===== config.mk =====
export PLATFORM = sky130hd
export DESIGN_NAME = lif_spike_monitor
export DESIGN_NICKNAME = d
export VERILOG_FILES = /design/src/rtl/lif_spike_monitor.sv
export SDC_FILE = /design/constraint.sdc
export NUM_CORES = 1
export LEC_CHECK = 0
export CORE_ASPECT_RATIO = 0.75
export CORE_MARGIN = 2
export CORE_UTILIZATION = 35
export DETAILED_ROUTE_END_ITERATION = 12
export REMOVE_ABC_BUFFERS = 1
export SLEW_MARGIN = 20
export SYNTH_ARGS = -nofsm -noshare
export SYNTH_HDL_FRONTEND = slang
export SYNTH_SLANG_ARGS = --single-unit

===== constraint.sdc =====
create_clock -name clk -period 2.9 [get_ports clk]
set_clock_uncertainty 0.15 [all_clocks]
set_input_delay 0.435 -clock clk [delete_from_list [all_inputs] [get_ports clk]]
set_output_delay 0.435 -clock clk [all_outputs]
set_load 0.01 [all_outputs]

===== src/rtl/lif_spike_monitor.sv =====
// lif_spike_monitor: per-window spike rate (rate_count/rate_sat/rate_valid) and inter-spike interval (isi/isi_valid) of spike_in over a win_sel-selected window, busy while counting
module lif_spike_monitor #(
  parameter int CNT_W = 8,
  parameter int ISI_W = 8,
  parameter int WIN_W = 14
) (
  input  logic             clk,
  input  logic             rst_n,
  input  logic             ena,
  input  logic             spike_in,
  input  logic [1:0]       win_sel,
  output logic [CNT_W-1:0] rate_count,
  output logic             rate_valid,
  output logic             rate_sat,
  output logic [ISI_W-1:0] isi,
  output logic             isi_valid,
  output logic             busy
);
  typedef enum logic {IDLE, COUNT} state_t;
  state_t state_q, state_d;
  logic spike_q, rise, win_end, cnt_max, sat_inc;
  logic [1:0] win_len_q, win_len_d;
  logic [WIN_W-1:0] win_cnt_q, win_cnt_d, win_last;
  logic [CNT_W-1:0] spike_cnt_q, spike_cnt_d, rate_count_q, rate_count_d, cnt_inc;
  logic sat_q, sat_d, rate_sat_q, rate_sat_d, rate_valid_q, rate_valid_d;
  logic [ISI_W-1:0] isi_cnt_q, isi_cnt_d, isi_q, isi_d;
  logic seen_q, seen_d, isi_valid_q, isi_valid_d;
  always_comb begin
    rise = spike_in & ~spike_q;
    win_last = (WIN_W'(256) << {win_len_q, 1'b0}) - WIN_W'(1);
    win_end = win_cnt_q == win_last;
    cnt_max = &spike_cnt_q;
    cnt_inc = rise ? (cnt_max ? spike_cnt_q : spike_cnt_q + CNT_W'(1)) : spike_cnt_q;
    sat_inc = sat_q | (rise & cnt_max);
    state_d = state_q;
    win_len_d = win_len_q;
    win_cnt_d = win_cnt_q;
    spike_cnt_d = spike_cnt_q;
    sat_d = sat_q;
    rate_count_d = rate_count_q;
    rate_sat_d = rate_sat_q;
    rate_valid_d = 1'b0;
    isi_cnt_d = isi_cnt_q;
    isi_d = isi_q;
    seen_d = seen_q;
    isi_valid_d = 1'b0;
    if (state_q == IDLE) begin
      win_cnt_d = '0;
      spike_cnt_d = '0;
      sat_d = 1'b0;
      isi_cnt_d = '0;
      seen_d = 1'b0;
      if (ena) begin
        state_d = COUNT;
        win_len_d = win_sel;
      end
    end else if (!ena) begin
      state_d = IDLE;
    end else begin
      win_cnt_d = win_end ? '0 : win_cnt_q + WIN_W'(1);
      spike_cnt_d = win_end ? '0 : cnt_inc;
      sat_d = win_end ? 1'b0 : sat_inc;
      if (win_end) begin
        rate_count_d = cnt_inc;
        rate_sat_d = sat_inc;
        rate_valid_d = 1'b1;
        win_len_d = win_sel;
      end
      isi_cnt_d = rise ? ISI_W'(1) : (&isi_cnt_q ? isi_cnt_q : isi_cnt_q + ISI_W'(1));
      seen_d = seen_q | rise;
      if (rise && seen_q) begin
        isi_d = isi_cnt_q;
        isi_valid_d = 1'b1;
      end
    end
  end
  always_ff @(posedge clk) begin
    if (!rst_n) begin
      state_q <= IDLE;
      spike_q <= 1'b0;
      win_len_q <= '0;
      win_cnt_q <= '0;
      spike_cnt_q <= '0;
      sat_q <= 1'b0;
      rate_count_q <= '0;
      rate_sat_q <= 1'b0;
      rate_valid_q <= 1'b0;
      isi_cnt_q <= '0;
      isi_q <= '0;
      seen_q <= 1'b0;
      isi_valid_q <= 1'b0;
    end else begin
      state_q <= state_d;
      spike_q <= spike_in;
      win_len_q <= win_len_d;
      win_cnt_q <= win_cnt_d;
      spike_cnt_q <= spike_cnt_d;
      sat_q <= sat_d;
      rate_count_q <= rate_count_d;
      rate_sat_q <= rate_sat_d;
      rate_valid_q <= rate_valid_d;
      isi_cnt_q <= isi_cnt_d;
      isi_q <= isi_d;
      seen_q <= seen_d;
      isi_valid_q <= isi_valid_d;
    end
  end
  assign rate_count = rate_count_q;
  assign rate_valid = rate_valid_q;
  assign rate_sat = rate_sat_q;
  assign isi = isi_q;
  assign isi_valid = isi_valid_q;
  assign busy = state_q == COUNT;
endmodule


==> results.sh <==
export IMPL_status="completed"
export IMPL_seq_area_mm2=0.00110
export IMPL_port_buffers=25
export IMPL_dp_cells=419
export IMPL_yosysTopAreaCellShare_pct=41.6
export IMPL_power_switching_mw=0.317
export IMPL_min_period_ns=2.63
export IMPL_hold_violations=0
export IMPL_synth_distinct_cells=53
export IMPL_synth_edff_count=0
export IMPL_postCtsSetupBuffers=0
export IMPL_slew_violations=0
export IMPL_clkPwrFrac_pct=41.5
export IMPL_dp_hpwl_um=4260
export IMPL_async_reset_ff_share_pct=0
export IMPL_placed_area_mm2=0.00299
export IMPL_slew_headroom_pct=33.8
export IMPL_sw_frac_of_total_pct=21.8
export IMPL_synth_area_leader_cell="dfxtp_1"
export IMPL_fin_cells=427
export IMPL_p_int_mw=1.13
export IMPL_gp_congestion=0.849
export IMPL_routed_wirelength_um=5960
export IMPL_cpLargestDelayFamily="compound AO/OA/AOI/OAI gates"
export IMPL_wire_per_inst_um=14.0
export IMPL_viasPerCell=5.12
export IMPL_synth_area_mm2=0.00264
export IMPL_dieHeight_um=79.3
export IMPL_crit_buf_inv=0
export IMPL_dieArea_mm2=0.00827
export IMPL_nets=335
export IMPL_drcViolationCount=0
export IMPL_grt_max_degree=27
export IMPL_ys_warn_count=0
export IMPL_ys_seq_area_share_pct=41.6
export IMPL_ios=26
export IMPL_crit_type="reg -> reg"
export IMPL_drive_gt1_share_pct=11.3
export IMPL_vdd_drop_max_mv=0.222
export IMPL_tritoncts="done"
export IMPL_power_leakage_nw=0.994
export IMPL_postRouteAntennaNets=0
export IMPL_track_usage_pct=14.9
export IMPL_die_x_um=104
export IMPL_finalSetupTns_ns=0
export IMPL_drt_iter0_markers=63
export IMPL_synth_seq_cells=55
export IMPL_first_global_vias=2000
export IMPL_power_frac_comb_pct=5.7
export IMPL_fillers=733
export IMPL_endpoint_kind="register"
export IMPL_clk_latency_ns=0.31
export IMPL_post_cts_resized=0
export IMPL_tightest_slew_ns=0.988
export IMPL_required_ns=2.99
export IMPL_antennaDiodeCount=0
export IMPL_syn2layout_area_growth_pct=18.4
export IMPL_clock_sinks=55
export IMPL_clock_path_buffers=2
export IMPL_dp_slack_ns=0.312
export IMPL_ys_flop_type="dfxtp_1"
export IMPL_num_vias=2187
export IMPL_firstDrtPassIters=4
export IMPL_synth_area_leaders="dfxtp_1, nor2_1, xor2_1"
export IMPL_max_stage_delay_ns=0.49
export IMPL_min_path_type="reg -> reg"
export IMPL_multi_input_area_mm2=0.00143
export IMPL_worst_r2r_setup_slack_ns=0.27
export IMPL_row_count=27
export IMPL_seq_power_share_pct=52.7
export IMPL_p_per_area_mw_per_mm2=464
export IMPL_antenna_found_initial=0
export IMPL_cts_buffers=5
export IMPL_ctsRootBufferMaster="clkbuf_8"
export IMPL_final_setup_viol_count=0
export IMPL_synth_avg_cell_area_um2=8.84
export IMPL_core_area_mm2=0.00733
export IMPL_maxCapViolCount=0
export IMPL_fin_total_pwr_mw=1.45
export IMPL_synth_cells=299
export IMPL_clk_pin_slew_ns=0.10
export IMPL_path_cells="or2_2 > ha_1 > xnor2_1 > nor4_2 > o31a_1 > a31oi_1 > a211oi_2"
export IMPL_path_max_fanout=11
export IMPL_initial_utilization_pct=36.1
export IMPL_fmax_mhz=380
export IMPL_overflow=0
export IMPL_h_tree_depth=2
export IMPL_final_area_mm2=0.00313
export IMPL_cts_hold_fix_buffers=0
export IMPL_grt_pass1_wl_um=9930
export IMPL_start_kind="register"
export IMPL_rsz0062_at_grt="no"
export IMPL_crit_path_top_delay_cell="o31a_1"
export IMPL_crit_arrival_ns=2.72
export IMPL_fin_hold_ws_ns=0.331
export IMPL_fin_util_pct=42.7
export IMPL_setup_ws_ns=0.269
export IMPL_fin_crit_sh_pct=90.7
-- power by group through the flow --
stage	Sequential [mW]	Clock (mW)	Combinational, mW
floorplan	0.783	0	0.0449
global placement	0.783	0	0.0829
detailed placement	0.783	0	0.0833
CTS	0.766	0.622	0.0836
global route	0.767	0.658	0.0910
finish	0.766	0.603	0.0829
-- cells by family (layout without fill, tap and decap cells) --
kind of cell             after synthesis  after routing  synth area share, %
multiplexers                          14             14                 5.44
flip-flops                            55             55                 41.6
adder cells (fa/ha/maj)                4              4                 1.89
AND/OR/NAND/NOR                      134            134                 26.1
AO/OA/AOI/OAI                         50             50                 13.5
XOR/XNOR                              22             22                 7.29
buffers and inverters                 20             47                 4.16
-- state kept, by name (all words and copies together), names as in the netlist --
name,count
spike_cnt_q,8
isi_cnt_q,8
rate_valid,1
isi_valid,1
rate_count,8
win_len_q,2
rate_sat,1
win_cnt_q,14
sat_q,1
seen_q,1
spike_q,1
isi,8
busy,1
-- worst paths after layout --
check	start	to	cells after the start
worst max-delay path	win_len_q[1]	rate_count[1]	7
worst min-delay path	seen_q	seen_q	2
worst max register to register	win_len_q[1]	rate_count[1]	7
worst min register to register	seen_q	seen_q	2
-- cells in the final DEF (no fill, tap or decap), drive strengths merged, types with 2 or more instances in the layout --
cell	n
ha	4
nand4	14
nand2b	4
o31ai	2
nand2	29
nand3	16
a211oi	4
and2	5
inv	6
mux2i	11
o21ai	14
xnor2	8
buf	8
clkdlybuf4s50	25
nor2	38
bufinv	2
xor2	14
o21ba	2
and3	5
a31oi	7
nor3	8
dfxtp	55
or2	2
or4	2
clkbuf	5
a21oi	17
mux2	3
nor4	5
-- layout make-up --
type | instances | area share, %
Inverter | 6 | 0.720
Multi-Input combinational cell | 224 | 45.8
Clock inverter | 3 | 2.16
Clock buffer | 5 | 2.20
Sequential cell | 55 | 35.2
Timing Repair Buffer | 33 | 9.92
Tap cell | 101 | 4.04
-- synth_stat cells, types with 5 or more instances --
| cell type | instances |
|---|---|
| nor2_1 | 36 |
| and2_1 | 5 |
| o21ai_1 | 6 |
| nand2_1 | 28 |
| mux2i_1 | 11 |
| dfxtp_1 | 55 |
| nand3_1 | 16 |
| a21oi_1 | 17 |
| xor2_1 | 14 |
| nand4_1 | 14 |
| nor3_1 | 7 |
| xnor2_1 | 8 |
| a31oi_1 | 6 |
| clkbuf_1 | 7 |
| o21ai_0 | 7 |
-- metal layers --
metal  track usage (%)  vias up  wire length [um]
li1                  -     1102                 -
met1              21.6     1046              3110
met2              22.2       34              2530
met3              3.45        5               284
met4              3.65        0                34
met5                 0        -                 0
-- worst register-to-register path, stage by stage (launching register included) --
cell	delay, ns
dfxtp_1	0.36
or2_2	0.34
ha_1	0.32
xnor2_1	0.13
nor4_2	0.39
o31a_1	0.49
a31oi_1	0.17
a211oi_2	0.21
Power figures use the tool's default switching activity.
